### src/rtl/usb_tx_encoder_if.sv
// usb_tx_encoder_if: TX read port between the packet encoder and the shared data buffer
//   buffer_occupancy   : bytes currently held in the buffer (buffer -> encoder)
//   tx_packet_data     : byte returned the cycle after a request (buffer -> encoder)
//   get_tx_packet_data : one-cycle byte request pulse (encoder -> buffer)
interface usb_tx_encoder_if;
    logic [6:0] buffer_occupancy;
    logic [7:0] tx_packet_data;
    logic       get_tx_packet_data;
    modport master (output get_tx_packet_data, input buffer_occupancy, input tx_packet_data);
    modport slave  (input get_tx_packet_data, output buffer_occupancy, output tx_packet_data);
endinterface

### src/rtl/usb_tx_encoder.sv
// usb_tx_encoder: USB full-speed packet transmitter (SYNC, PID, payload, CRC16, bit stuffing, NRZI, EOP)
//   clk, n_rst          : clock, asynchronous active-low reset
//   tx_packet           : request code sampled in IDLE (1 DATA0, 2 DATA1, 3 ACK, 4 NAK, 5 STALL)
//   bus                 : data buffer TX read port (occupancy, byte, request pulse)
//   tx_transfer_active  : high while a packet is on the wire
//   dplus_out/dminus_out: registered line drive, J = (1,0) when idle
module usb_tx_encoder #(
    parameter int CLKS_PER_BIT = 8
) (
    input  logic             clk,
    input  logic             n_rst,
    input  logic [2:0]       tx_packet,
    usb_tx_encoder_if.master bus,
    output logic             tx_transfer_active,
    output logic             dplus_out,
    output logic             dminus_out
);
    localparam int CW = $clog2(CLKS_PER_BIT);
    typedef enum logic [3:0] {IDLE, SYNC, PID, LOAD, DATA, CRC_LO, CRC_HI, EOP_SE0, EOP_J} state_t;
    state_t        r_state, w_state;
    logic [CW-1:0] r_cnt, w_cnt;
    logic          r_active, w_active, r_get, w_get, r_dp, w_dp, r_dm, w_dm, r_j, w_j, r_data, w_data;
    logic [7:0]    r_shift, w_shift, r_pid, w_pid, w_pid_sel;
    logic [3:0]    r_left, w_left;
    logic [2:0]    r_ones, w_ones;
    logic [15:0]   r_crc, w_crc, w_crc_upd, w_crc_nx;
    logic          w_tick, w_stuff, w_last, w_more, w_accept, w_hs_end;
    logic          w_emit, w_val, w_se0, w_drive_j;
    assign w_tick    = r_active && (r_cnt == CW'(CLKS_PER_BIT - 1));
    assign w_stuff   = r_ones == 3'd6;
    assign w_last    = r_left == 4'd1;
    assign w_more    = bus.buffer_occupancy != 7'd0;
    assign w_accept  = (tx_packet != 3'd0) && (tx_packet <= 3'd5);
    assign w_hs_end  = (r_state == PID) && !r_data;
    assign w_pid_sel = (tx_packet == 3'd1) ? 8'hC3 :
                       (tx_packet == 3'd2) ? 8'h4B :
                       (tx_packet == 3'd3) ? 8'hD2 :
                       (tx_packet == 3'd4) ? 8'h5A : 8'h1E;
    // Reflected CRC16 (0xA001 == bit-reversed 0x8005) so r_crc[0] is the first bit on the wire
    assign w_crc_upd = {1'b0, r_crc[15:1]} ^ ((r_shift[0] ^ r_crc[0]) ? 16'hA001 : 16'h0000);
    assign w_crc_nx  = (r_state == DATA) ? w_crc_upd : r_crc;
    assign tx_transfer_active     = r_active;
    assign dplus_out              = r_dp;
    assign dminus_out             = r_dm;
    assign bus.get_tx_packet_data = r_get;
    // Byte states describe where the NEXT bit comes from; the last bit of a byte is emitted
    // while already moving on, so a LOAD fetch overlaps that bit and no gap bit time appears.
    always_comb begin
        w_state   = r_state;
        w_cnt     = (r_active && !w_tick) ? r_cnt + 1'b1 : '0;
        w_active  = r_active;
        w_get     = 1'b0;
        w_dp      = r_dp;
        w_dm      = r_dm;
        w_j       = r_j;
        w_data    = r_data;
        w_shift   = r_shift;
        w_pid     = r_pid;
        w_left    = r_left;
        w_ones    = r_ones;
        w_crc     = r_crc;
        w_emit    = 1'b0;
        w_val     = 1'b0;
        w_se0     = 1'b0;
        w_drive_j = 1'b0;
        case (r_state)
            IDLE: if (w_accept) begin
                w_state  = SYNC;
                w_active = 1'b1;
                w_emit   = 1'b1;
                w_shift  = 8'h40;
                w_left   = 4'd7;
                w_crc    = 16'hFFFF;
                w_data   = tx_packet <= 3'd2;
                w_pid    = w_pid_sel;
            end
            SYNC, PID, DATA, CRC_LO, CRC_HI: if (w_tick) begin
                w_emit = 1'b1;
                if (!w_stuff) begin
                    w_val   = r_shift[0];
                    w_shift = r_shift >> 1;
                    w_left  = r_left - 4'd1;
                    w_crc   = w_crc_nx;
                    if (w_last) begin
                        w_left = 4'd8;
                        case (r_state)
                            SYNC: begin
                                w_state = PID;
                                w_shift = r_pid;
                            end
                            CRC_LO: begin
                                w_state = CRC_HI;
                                w_shift = ~r_crc[15:8];
                            end
                            CRC_HI: begin
                                w_state = EOP_SE0;
                                w_left  = 4'd2;
                            end
                            default: begin
                                w_state = w_hs_end ? EOP_SE0 : w_more ? LOAD : CRC_LO;
                                w_left  = w_hs_end ? 4'd2 : 4'd8;
                                w_get   = !w_hs_end && w_more;
                                w_shift = ~w_crc_nx[7:0];
                            end
                        endcase
                    end
                end
            end
            // First LOAD cycle carries the request pulse; the byte is latched on the next edge
            LOAD: if (!r_get) begin
                w_shift = bus.tx_packet_data;
                w_left  = 4'd8;
                w_state = DATA;
            end
            // A stuff bit still owed after the last CRC bit goes out before SE0
            EOP_SE0: if (w_tick) begin
                if (w_stuff) begin
                    w_emit = 1'b1;
                end else if (r_left != 4'd0) begin
                    w_se0  = 1'b1;
                    w_left = r_left - 4'd1;
                end else begin
                    w_drive_j = 1'b1;
                    w_state   = EOP_J;
                end
            end
            EOP_J: if (w_tick) begin
                w_state  = IDLE;
                w_active = 1'b0;
            end
            default: w_state = IDLE;
        endcase
        if (w_emit) begin
            w_j    = w_val ? r_j : ~r_j;
            w_ones = w_val ? r_ones + 3'd1 : 3'd0;
            w_dp   = w_j;
            w_dm   = ~w_j;
        end
        if (w_se0) begin
            w_dp   = 1'b0;
            w_dm   = 1'b0;
            w_ones = 3'd0;
        end
        if (w_drive_j) begin
            w_j  = 1'b1;
            w_dp = 1'b1;
            w_dm = 1'b0;
        end
    end
    always_ff @(posedge clk or negedge n_rst) begin
        if (!n_rst) begin
            r_state  <= IDLE;
            r_cnt    <= '0;
            r_active <= 1'b0;
            r_get    <= 1'b0;
            r_dp     <= 1'b1;
            r_dm     <= 1'b0;
            r_j      <= 1'b1;
            r_data   <= 1'b0;
            r_shift  <= '0;
            r_pid    <= '0;
            r_left   <= '0;
            r_ones   <= '0;
            r_crc    <= 16'hFFFF;
        end else begin
            r_state  <= w_state;
            r_cnt    <= w_cnt;
            r_active <= w_active;
            r_get    <= w_get;
            r_dp     <= w_dp;
            r_dm     <= w_dm;
            r_j      <= w_j;
            r_data   <= w_data;
            r_shift  <= w_shift;
            r_pid    <= w_pid;
            r_left   <= w_left;
            r_ones   <= w_ones;
            r_crc    <= w_crc;
        end
    end
endmodule

### src/flat_wrapper.sv
// flat-port wrapper written by rule: the top's interface ports become plain ports
module usb_tx_encoder_flat 
#(
    parameter int CLKS_PER_BIT = 8
)
  (clk, n_rst, tx_packet, tx_transfer_active, dplus_out, dminus_out, bus_get_tx_packet_data, bus_buffer_occupancy, bus_tx_packet_data);
  usb_tx_encoder_if bus_i ();
  input  logic clk;
  input  logic n_rst;
  input  logic [2:0] tx_packet;
  output logic tx_transfer_active;
  output logic dplus_out;
  output logic dminus_out;
  output wire logic [$bits(bus_i.get_tx_packet_data)-1:0] bus_get_tx_packet_data;
  input wire logic [$bits(bus_i.buffer_occupancy)-1:0] bus_buffer_occupancy;
  input wire logic [$bits(bus_i.tx_packet_data)-1:0] bus_tx_packet_data;
  assign bus_get_tx_packet_data = bus_i.get_tx_packet_data;
  assign bus_i.buffer_occupancy = bus_buffer_occupancy;
  assign bus_i.tx_packet_data = bus_tx_packet_data;
  usb_tx_encoder #(.CLKS_PER_BIT(CLKS_PER_BIT)) u_core (.clk(clk), .n_rst(n_rst), .tx_packet(tx_packet), .bus(bus_i), .tx_transfer_active(tx_transfer_active), .dplus_out(dplus_out), .dminus_out(dminus_out));
endmodule
### config.mk
export PLATFORM = sky130hd
export DESIGN_NAME = usb_tx_encoder_flat
export DESIGN_NICKNAME = d
export VERILOG_FILES = /design/src/rtl/usb_tx_encoder_if.sv /design/src/rtl/usb_tx_encoder.sv /design/src/flat_wrapper.sv
export SDC_FILE = /design/constraint.sdc
export NUM_CORES = 1
export LEC_CHECK = 0
export CORE_MARGIN = 2
export CORE_UTILIZATION = 40
export CTS_BUF_LIST = sky130_fd_sc_hd__clkbuf_8 sky130_fd_sc_hd__clkbuf_16
export CTS_CLUSTER_DIAMETER = 50
export CTS_CLUSTER_SIZE = 24
export DETAILED_ROUTE_END_ITERATION = 12
export GPL_ROUTABILITY_DRIVEN = 0
export GPL_TIMING_DRIVEN = 0
export SLEW_MARGIN = 20
export SYNTH_ARGS = -nofsm -noshare
export SYNTH_HDL_FRONTEND = slang
export SYNTH_SLANG_ARGS = --single-unit
### constraint.sdc
create_clock -name clk -period 4.8 [get_ports clk]
set_input_delay 0.48 -clock clk [delete_from_list [all_inputs] [get_ports clk]]
set_output_delay 0.48 -clock clk [all_outputs]
set_load 0.03 [all_outputs]
**Word level (Yosys, flattened, before mapping)**

Cells that the tools add are included.

- Bits in registers: 52
- Logic and storage cells: 157

- Add/sub/neg operators: 3
- Magnitude comparators: 2
- Eq/ne operators: 26
- Muxes and demuxes: 77
- Bitwise gates (word level): 6
- Reduce and logical (&&, ||, !) cells: 29

Operators with widths:

| operator | count |
|---|---|
| $mux W16 | 5 |
| $mux W4 | 19 |
| $mux W8 | 8 |
| $pmux W8 S3 | 2 |
| $pmux W16 S2 | 1 |
| $mux W1 | 30 |
| $pmux W4 S5 | 1 |
| $eq A4 B3 Y1 const B | 4 |
| $not A8 Y8 | 2 |
| $pmux W4 S4 | 1 |
| $xor A15 B16 Y16 | 1 |
| $mux W3 | 5 |
| $ne A2 B1 Y1 const B | 7 |
| $pmux W4 S3 | 1 |
| $reduce_and A5 Y1 | 2 |
| $eq A3 B3 Y1 const B | 3 |
| $reduce_and A9 Y1 | 1 |
| $reduce_bool A3 Y1 | 3 |
| $eq A4 B1 Y1 const B | 2 |
| $eq A4 B2 Y1 const B | 2 |
| $ne A2 B2 Y1 const B | 4 |
| $pmux W4 S2 | 1 |
| $reduce_and A8 Y1 | 1 |
| $reduce_bool A2 Y1 | 4 |
| 23 further kinds | 33 |

**Longest topological paths before layout**

Gate-level depths: netlist (run 1).

- Depth after elaboration: 10
- Gate-level depth with buffers: 8
- Depth with buffers taken out: 7

**Worst setup path after synthesis (run 1)**

OpenSTA, ideal clock, no wires.

- Path kind: input to register
- Start: in tx_packet[2]
- End: reg u_core.r_shift[7]
- Library setup time: 0.125 ns
- Arrival time: 1.818 ns
- Data required time: 4.675 ns
- Path slack: 2.858 ns
- Cell stages on the path: 6
- Buffers on the path: 1
- Cell sequence: buf_2 > or3_1 > and2_1 > o21a_1 > nand2_1 > mux2_2

- Word-level cells in the longest chain between the ends: 4
- Elaborated cells on any way between the ends: 5

RTL lines:

| element | RTL line | source |
|---|---|---|
| from (decl) | flat_wrapper.sv:10 | `input logic [2:0] tx_packet;` |
| $le A3 B3 Y1 or $reduce_bool A3 Y1 (tied branches) | usb_tx_encoder.sv:33 | `assign w_accept = (tx_packet != 3'd0) && (tx_packet <= 3'd5);` |
| $logic_and A1 B1 Y1 * | usb_tx_encoder.sv:33 |  |
| $ne A2 B1 Y1 (no source line) * | - |  |
| $reduce_and A5 Y1 (no source line) * | - |  |
| to (signal assigned) | usb_tx_encoder.sv:174 | `r_shift <= w_shift;` |
| to (decl) | usb_tx_encoder.sv:23 | `logic [7:0] r_shift, w_shift, r_pid, w_pid, w_pid_sel;` |

Mark *: on every way between the ends. The rest lies on a longest branch, timed or not.
A chain may end at the register's enable or synchronous reset.

**Worst setup path after layout (run 1)**

- Start: reg u_core.r_cnt[0]
- End: reg u_core.r_shift[2]

- Word-level cells in the longest chain between the ends: 4

RTL lines:

| element | RTL line | source |
|---|---|---|
| from (decl) | usb_tx_encoder.sv:21 | `logic [CW-1:0] r_cnt, w_cnt;` |
| from (signal assigned) | usb_tx_encoder.sv:167 | `r_cnt <= w_cnt;` |
| $eq A3 B3 Y1 | usb_tx_encoder.sv:29 | `assign w_tick = r_active && (r_cnt == CW'(CLKS_PER_BIT - 1));` |
| $logic_and A1 B1 Y1 | usb_tx_encoder.sv:29 |  |
| $ne A2 B1 Y1 (no source line) | - |  |
| $reduce_and A5 Y1 (no source line) | - |  |

No other way between the ends.

==> results of run 1 <==
[kinds of logic (layout without fill, tap and decap cells)]
| group | Yosys count | in the layout | synth area share (%) |
|---|---|---|---|
| and+or+nand+nor | 126 | 126 | 20.8 |
| xor gates and xnor gates | 6 | 6 | 1.61 |
| muxes | 6 | 6 | 1.95 |
| DFF | 51 | 51 | 39.7 |
| buffers and inverters | 36 | 66 | 5.89 |
| adders and majority gates | 6 | 6 | 2.30 |
| AOI/OAI and AO/OA | 127 | 127 | 27.7 |
[flip-flops by register name (all words and copies together) (netlist names)]
signal	cells
u_core.r_crc	16
u_core.r_shift	8
u_core.r_pid	7
u_core.r_left	4
u_core.r_state	4
u_core.r_cnt	3
u_core.r_ones	3
u_core.bus.get_tx_packet_data	1
u_core.dminus_out	1
u_core.dplus_out	1
u_core.r_data	1
u_core.r_j	1
u_core.tx_transfer_active	1
[worst max-delay path: stages, from the launching register on]
cell and delay (ns):
dfrtp_1 0.37, ha_1 0.16, ha_1 0.24, and2_1 0.32, nand2_1 0.23, o221ai_1 0.35, buf_2 0.27, nand3_1 0.10
a2bb2oi_1 0.14
[report_power, final]
part	internal [mW]	total [mW]	switching [mW]
clock	0.0986	0.242	0.143
sequential	0.609	0.742	0.133
combinational	0.574	1.38	0.806
[layout by cell type, fill, tap and decap left out, types with 5 or more instances in the layout]
cell type	instances
nor2b_1	9
a31oi_1	9
dfrtp_1	33
a21oi_1	33
nor2_1	25
buf_2	10
clkbuf_1	5
xor2_1	5
nor3b_1	5
nand2_1	27
nand2b_1	9
nand3_1	8
o21ai_0	15
a2bb2oi_1	5
o22a_1	19
ha_1	6
nor3_1	14
clkbuf_8	5
a221oi_1	6
clkdlybuf4s50_1	21
buf_4	5
inv_1	14
dfstp_2	18
[layout make-up]
type	count	area (sq um)	area share [%]
Multi-Input combinational cell	271	1780	48.1
Timing Repair Buffer	22	218	5.89
Sequential cell	51	1300	35.1
Clock inverter	3	12.5	0.338
Tap cell	102	128	3.45
Clock buffer	5	68.8	1.86
Buffer	24	148	3.99
Inverter	12	45.0	1.22
[metal layers]
layer  GRT usage [%]  vias to the layer above  routed length (microns)
li1                -                     1402                        -
met1            29.3                     1400                     4040
met2            33.0                      124                     4050
met3            3.75                       23                      550
met4            9.18                        0                      284
met5               0                        -                        0
[per-stage QoR]
stage	setup WS (ns)	hold slack [ns]
2_1_floorplan	2.86	0.184
3_3_place_gp	1.70	0.435
3_5_place_dp	2.20	0.442
4_1_cts	2.53	0.214
5_1_grt	2.25	0.240
6_report	2.50	0.174
[path summary, 6_finish.rpt]
kind	end	slack (ns)	cells after the start
max	u_core.r_shift[2]$_DFFE_PN0P_	2.50	8
min reg2reg	u_core.r_cnt[0]$_DFF_PN0_	0.46	1
min in group clk	u_core.r_cnt[0]$_DFF_PN0_	0.46	1
max in group asynchronous	u_core.r_pid[3]$_DFFE_PN0P_	4.17	1
max reg2reg	u_core.r_shift[2]$_DFFE_PN0P_	2.50	8
min	u_core.r_cnt[2]$_DFF_PN0_	0.17	1
==> flow_summary.toml, run 1 <==
[outcome]
status = "completed"

[yosys]
yosysTopAreaCell = "dfrtp_1"
synth_edf_count = 0
synth_cell_type_count = 68
synth_nets = 384
yosys-top-cells-area = "dfrtp_1 (25%), dfstp_2 (14%), o22a_1 (5.1%)"
synth-seq-area-share_pct = 39.7
postSynthCellCount = 358
async_reset_ff_share_pct = 100
synth-warning-count = 0
yosysTopAreaCellShare_pct = 25.2
syn-cell-area_sq_um = 3270
ys_seq_elements = 51
synth_common_cells = "a21oi_1 (33), dfrtp_1 (33), nand2_1 (27), nor2_1 (25), o22a_1 (19)"
avgSynthCellArea_sq_um = 9.14
yosys_most_used_dff = "dfrtp_1"

[floorplan]
die-area_sq_um = 8920
chipHeight_microns = 94.4
start_util_pct = 41.9
io_pins = 24
num_rows = 32
die_w_microns = 94.4
coreArea_sq_um = 7810

[place]
numPortBuffers = 22
dp.cells = 482
dpl_cell_area_sq_um = 3620
dp_hpwl_microns = 6480

[critical_path]
required_ns = 5.00
cp.arrival_ns = 2.49
worstReg2RegStart = "u_core.r_cnt[0]$_DFF_PN0_"
critPathLaunchType = "register"
crit_type = "register to register"
cp-end-kind = "register"
worstSetupStartpoint = "u_core.r_cnt[0]$_DFF_PN0_"
critPathMaxFanout = 10

[cells_and_area]
postLayoutCoreUtil_pct = 47.4
fin_area_sq_um = 3700
stdcell_count = 490
final_nets = 413
fill_cells = 770
drive_gt1_share_pct = 15.2
n_antenna_cell = 0
area_growth_pct = 13.0

[timing]
period_needed_ns = 2.30
final-setup-viol-count = 0
rsz0062_at_grt = "false"
tightestPinTransition_ns = 0.924
skew_ns = 0.00764
post-route-period-util_pct = 47.9
fmax_mhz = 435
drv_slew = 0
maxSlewHeadroom_pct = 38.3
tns_ns = 0
hold_viol_final = 0

[flow_run]
max_cap_violations = 0

[cts]
numCtsBuffers = 5
cts_buffer_depth = 2
clock_latency_ns = 0.31
cts.root.buffer_cell = "clkbuf_8"
cts-resized-gates = 0
clk_pin_slew_ns = 0.10
postCtsSetupBuffers = 0
cts.sinks = 51
cts_max_level = 2
tritoncts = "yes"
ctsHoldBuffers = 0

[global_route]
grt_overflow = 0
track_usage_pct = 21.3
grt_max_degree = 52
grt_pass1_vias = 2834
antenna_found_initial = 0
grt_pass1_wl_microns = 14700

[hold_path]
hp-class = "input pin to asynchronous set/reset pin"

[drt]
drc = 0
vias_per_cell = 6.02
drtPass1Iterations = 5
wl_per_cell_microns = 18.2
drtAntennaViolNets = 0
drt_wl_total_microns = 8930
vias = 2949
detail_route.iter0.violations = 310

[power]
power_mw = 2.37
irDropWorstVdd_uv = 251
powerDensity_nw_per_um2 = 640
leakagePower_nw = 1.44
Power figures use the tool's default switching activity.
==> inputs of run 2 (changes only) <==
Clock period 4.8 ns to 1.9 ns, I/O delays scaled along.
==> flow_summary.toml, run 2 (synthesis results as in run 1) <==
[floorplan]
chipHeight_microns = 94.4
die_w_microns = 94.4
coreArea_sq_um = 7810
io_pins = 24
num_rows = 32
die-area_sq_um = 8920
start_util_pct = 41.9

[cells_and_area]
layout_commonest_cell = "dfrtp_1"
final_cell_mix = "dfrtp_1 (31), a21oi_1 (27), buf_4 (25)"
final_nets = 435
largest_reg_flops = 16
fill_cells = 725
drive_gt1_share_pct = 31.7
reg.largest.list = "u_core.r_crc x16, u_core.r_shift x8, u_core.r_pid x7"
n_antenna_cell = 0
largest-register = "u_core.r_crc"
area_growth_pct = 28.6

[critical_path]
r2r-end = "u_core.r_left[2]$_DFFE_PN0P_"
required_ns = 2.09
critPathMaxFanout = 5
r2r_cells = 9
critPathLaunchType = "register"
cp.arrival_ns = 2.22
cp-end-kind = "register"
crit_type = "register to register"
worstReg2RegStart = "u_core.r_left[1]$_DFFE_PN0P_"
r2r_setup_slack_ns = -0.13

[global_route]
antenna_found_initial = 0
grtUsageMet2_pct = 35.4
grt_busiest_layer = "met2"
gr-usage-met3_pct = 2.87
grt_overflow = 0
grt_util_met1_pct = 29.8
track_usage_pct = 21.9
grt_pass1_vias = 2866
grt_max_degree = 52
grt_pass1_wl_microns = 15100

[timing]
tightestPinTransition_ns = 0.669
final-setup-viol-count = 10
drv_slew = 0
post-route-period-util_pct = 107
maxSlewHeadroom_pct = 55.4
hold_ws_ns = 0.196
fmax_mhz = 492
skew_ns = 0.00883
period_needed_ns = 2.03
hold_viol_final = 0
setup_ws_ns = -0.132
rsz0062_at_grt = "true"

[drt]
detail_route.iter0.violations = 260
drtAntennaViolNets = 0
vias_per_cell = 6.02
wl_per_cell_microns = 18.8
vias = 3084
drc = 0
drtPass1Iterations = 5
drt_wl_total_microns = 9640

[hold_path]
worstHoldStart = "tx_packet[2]"
min_to = "u_core.r_pid[7]$_DFFE_PN0P_"
hp-class = "input pin to register"
holdPathStages = 2

[cts]
cts_max_level = 2
clk_pin_slew_ns = 0.09
cts.sinks = 51
cts_buffer_depth = 2
tritoncts = "yes"
numCtsBuffers = 5
cts.root.buffer_cell = "clkbuf_8"
clock_latency_ns = 0.31

[place]
numPortBuffers = 22
preCtsSetupSlack_ns = -0.398
dp_hpwl_microns = 6380

[outcome]
status = "finished with violations"
violations = "negative setup slack"

[flow_run]
max_cap_violations = 0

[power]
powerDensity_nw_per_um2 = 1660
irDropWorstVdd_uv = 588
leakagePower_nw = 1.62
run 2: metal layers:
metal  vias to the layer above  share of wire, %
met4                         0               2.1
met5                         -                 0
li1                       1452                 -
met1                      1491                46
met2                       116                47
met3                        25               4.9
run 2: area by class of cell:
class                      instances  area, sq um  area share [%]
clock inverter                     3         12.5           0.298
tap                              102          128            3.03
sequential                        51         1300            30.9
multi-input combinational        271         2060            49.0
timing repair buffer              44          390            9.28
inverter                          12         56.3            1.34
clock buffer                       5         68.8            1.64
buffer                            24          189            4.49
run 2: power by group:
| group | internal [mW] | switching [mW] | total, mW | leakage [nW] |
|---|---|---|---|---|
| clock | 0.249 | 0.374 | 0.624 | 0.0505 |
| sequential | 1.54 | 0.362 | 1.91 | 0.581 |
| combinational | 2.00 | 2.45 | 4.45 | 0.991 |
| total | 3.80 | 3.19 | 6.98 | 1.62 |
run 2: what timing repair did:
item	CTS	global route
setup endpoints to repair	39	43
endpoints found under the hold margin	33	0
gates resized for setup	49	41
pin swaps	7	13
hold buffers	1	0
buffers inserted	12	7
gates cloned	1	1
run 2: through the flow:
step	total power, mW	area (sq um)	util [%]	setup TNS, ns	std cells
floorplan	4.43	3280	-	0	358
global placement	5.28	3620	46.4	-45.95	482
detailed placement	5.32	3620	46.4	-8.86	482
CTS	6.47	3990	51.1	-0.363	504
global route	7.46	4210	53.9	-1.62	512
finish	6.98	4210	53.9	-0.496	512
run 2: critical path: stages, from the launching register on:
cell and delay, ns:
dfrtp_1 0.40, inv_2 0.08, ha_4 0.12, or3b_4 0.39, buf_2 0.18, o211ai_1 0.24
buf_4 0.15, nor3_1 0.04, nor3_1 0.21, o2bb2ai_1 0.12
run 2: worst max path at each step:
| stage | from | endpoint | cells after the start |
|---|---|---|---|
| 3_3_place_gp | n_rst | u_core.r_shift[4]$_DFFE_PN0P_ | 1 |
| 5_1_grt | u_core.r_left[1]$_DFFE_PN0P_ | u_core.r_left[2]$_DFFE_PN0P_ | 9 |
| 4_1_cts | u_core.r_left[1]$_DFFE_PN0P_ | u_core.r_shift[5]$_DFFE_PN0P_ | 8 |
| 6_report | u_core.r_left[1]$_DFFE_PN0P_ | u_core.r_left[2]$_DFFE_PN0P_ | 9 |
| 2_1_floorplan | u_core.r_left[1]$_DFFE_PN0P_ | u_core.r_shift[5]$_DFFE_PN0P_ | 8 |
| 3_5_place_dp | tx_packet[1] | u_core.r_shift[7]$_DFFE_PN0P_ | 7 |
==> inputs of run 3 (changes only) <==
Clock period 1.9 ns to 2.4 ns, I/O delays scaled along.
==> flow_summary.toml, run 3 (synthesis results as in run 1) <==
[cells_and_area]
largest-register = "u_core.r_crc"
final_cell_mix = "dfrtp_1 (33), a21oi_1 (32), nand2_1 (27)"
n_antenna_cell = 0
largest_reg_flops = 16
layout_commonest_cell = "dfrtp_1"
stdcell_count = 491
drive_gt1_share_pct = 16.5
fin_area_sq_um = 3730
reg.largest.list = "u_core.r_crc x16, u_core.r_shift x8, u_core.r_pid x7"
final_nets = 414
postLayoutCoreUtil_pct = 47.8
area_growth_pct = 14.0

[drt]
vias_per_cell = 5.97
drtPass1Iterations = 5
detail_route.iter0.violations = 284
drt_wl_total_microns = 9010
vias = 2932
wl_per_cell_microns = 18.4
drc = 0
drtAntennaViolNets = 0

[global_route]
grt_pass1_wl_microns = 14700
track_usage_pct = 21.3
grt_pass1_vias = 2834
antenna_found_initial = 0
grt_overflow = 0
grt_max_degree = 52

[hold_path]
hp-class = "input pin to register"

[timing]
tns_ns = 0
hold_viol_final = 0
maxSlewHeadroom_pct = 47.8
tightestPinTransition_ns = 0.764
rsz0062_at_grt = "false"
period_needed_ns = 2.29
final-setup-viol-count = 0
fmax_mhz = 436
hold_ws_ns = 0.266
skew_ns = 0.0107
post-route-period-util_pct = 95.5
drv_slew = 0
setup_ws_ns = 0.108

[floorplan]
die_w_microns = 94.4
start_util_pct = 41.9
chipHeight_microns = 94.4
die-area_sq_um = 8920
num_rows = 32
io_pins = 24
coreArea_sq_um = 7810

[cts]
cts.sinks = 51
cts.root.buffer_cell = "clkbuf_8"
cts_buffer_depth = 2
clock_latency_ns = 0.31
postCtsSetupBuffers = 0
clk_pin_slew_ns = 0.10
cts_max_level = 2
tritoncts = "yes"
numCtsBuffers = 5

[critical_path]
critPathSlowestCell = "a2111oi_0"
critPathBufInv = 2
cp.arrival_ns = 2.53
required_ns = 2.64
crit_type = "register to register"
critPathLaunchType = "register"
crit_path_max_incr_delay_ns = 0.71
path_cells = "buf_2 -> clkbuf_1 -> nor2_1 -> a221oi_1 -> a2111oi_0 -> a221oi_1 -> a31oi_1"
critPathTopFamily = "compound AO/OA/AOI/OAI gates"
critPathMaxFanout = 10
cp-end-kind = "register"
cp_common_cell = "a221oi_1"

[outcome]
status = "completed"

[power]
power_mw = 4.77
irDropWorstVdd_uv = 502
powerDensity_nw_per_um2 = 1280
leakagePower_nw = 1.45

[flow_run]
max_cap_violations = 0

[place]
dpl_cell_area_sq_um = 3620
dp_hpwl_microns = 6480
dp.cells = 482
numPortBuffers = 22
preCtsSetupSlack_ns = 0.0408
## run 3: timing repair
item	4_1_cts	5_1_grt
hold buffers	1	0
endpoints found under the setup margin	0	7
gates resized for setup	0	5
hold endpoints to repair	33	0
## run 3: per-layer routing
metal / up-vias / part of all wire (%) / track usage [%]
met3: 21 / 5.6 / 3.75
li1: 1398 / - / -
met4: 0 / 2.9 / 9.18
met5: - / 0 / 0
met2: 103 / 46 / 33.0
met1: 1410 / 46 / 29.3
## run 3: path summary, 6_finish.rpt
path | cells after the start | startpoint | slack, ns | end
worst min register to register | 1 | u_core.r_cnt[0]$_DFF_PN0_ | 0.46 | u_core.r_cnt[0]$_DFF_PN0_
worst max-delay path | 7 | u_core.r_state[2]$_DFFE_PN0P_ | 0.11 | u_core.r_shift[4]$_DFFE_PN0P_
max in group asynchronous | 2 | n_rst | 1.46 | u_core.r_pid[3]$_DFFE_PN0P_
min in group asynchronous | 2 | n_rst | 0.47 | u_core.r_cnt[0]$_DFF_PN0_
worst min-delay path | 2 | tx_packet[2] | 0.27 | u_core.r_pid[7]$_DFFE_PN0P_
worst max register to register | 7 | u_core.r_state[2]$_DFFE_PN0P_ | 0.11 | u_core.r_shift[4]$_DFFE_PN0P_
## run 3: cell type report
| type | instances | area [sq um] |
|---|---|---|
| Inverter | 12 | 45.0 |
| Tap cell | 102 | 128 |
| Buffer | 24 | 148 |
| Multi-Input combinational cell | 271 | 1800 |
| Sequential cell | 51 | 1300 |
| Timing Repair Buffer | 23 | 228 |
| Clock buffer | 5 | 68.8 |
| Fill cell | 766 | 4080 |
| Clock inverter | 3 | 12.5 |
## run 3: worst register-to-register path, cell delays in order (launching register included)
cell and delay [ns]:
dfrtp_1 0.42, buf_2 0.21, clkbuf_1 0.30, nor2_1 0.17
a221oi_1 0.09, a2111oi_0 0.71, a221oi_1 0.12, a31oi_1 0.20
## run 3: report_power, final
part | internal [mW] | total (mW) | switching [mW]
registers | 1.22 | 1.49 | 0.271
logic | 1.16 | 2.79 | 1.63
clock network | 0.197 | 0.495 | 0.297
total | 2.58 | 4.77 | 2.19
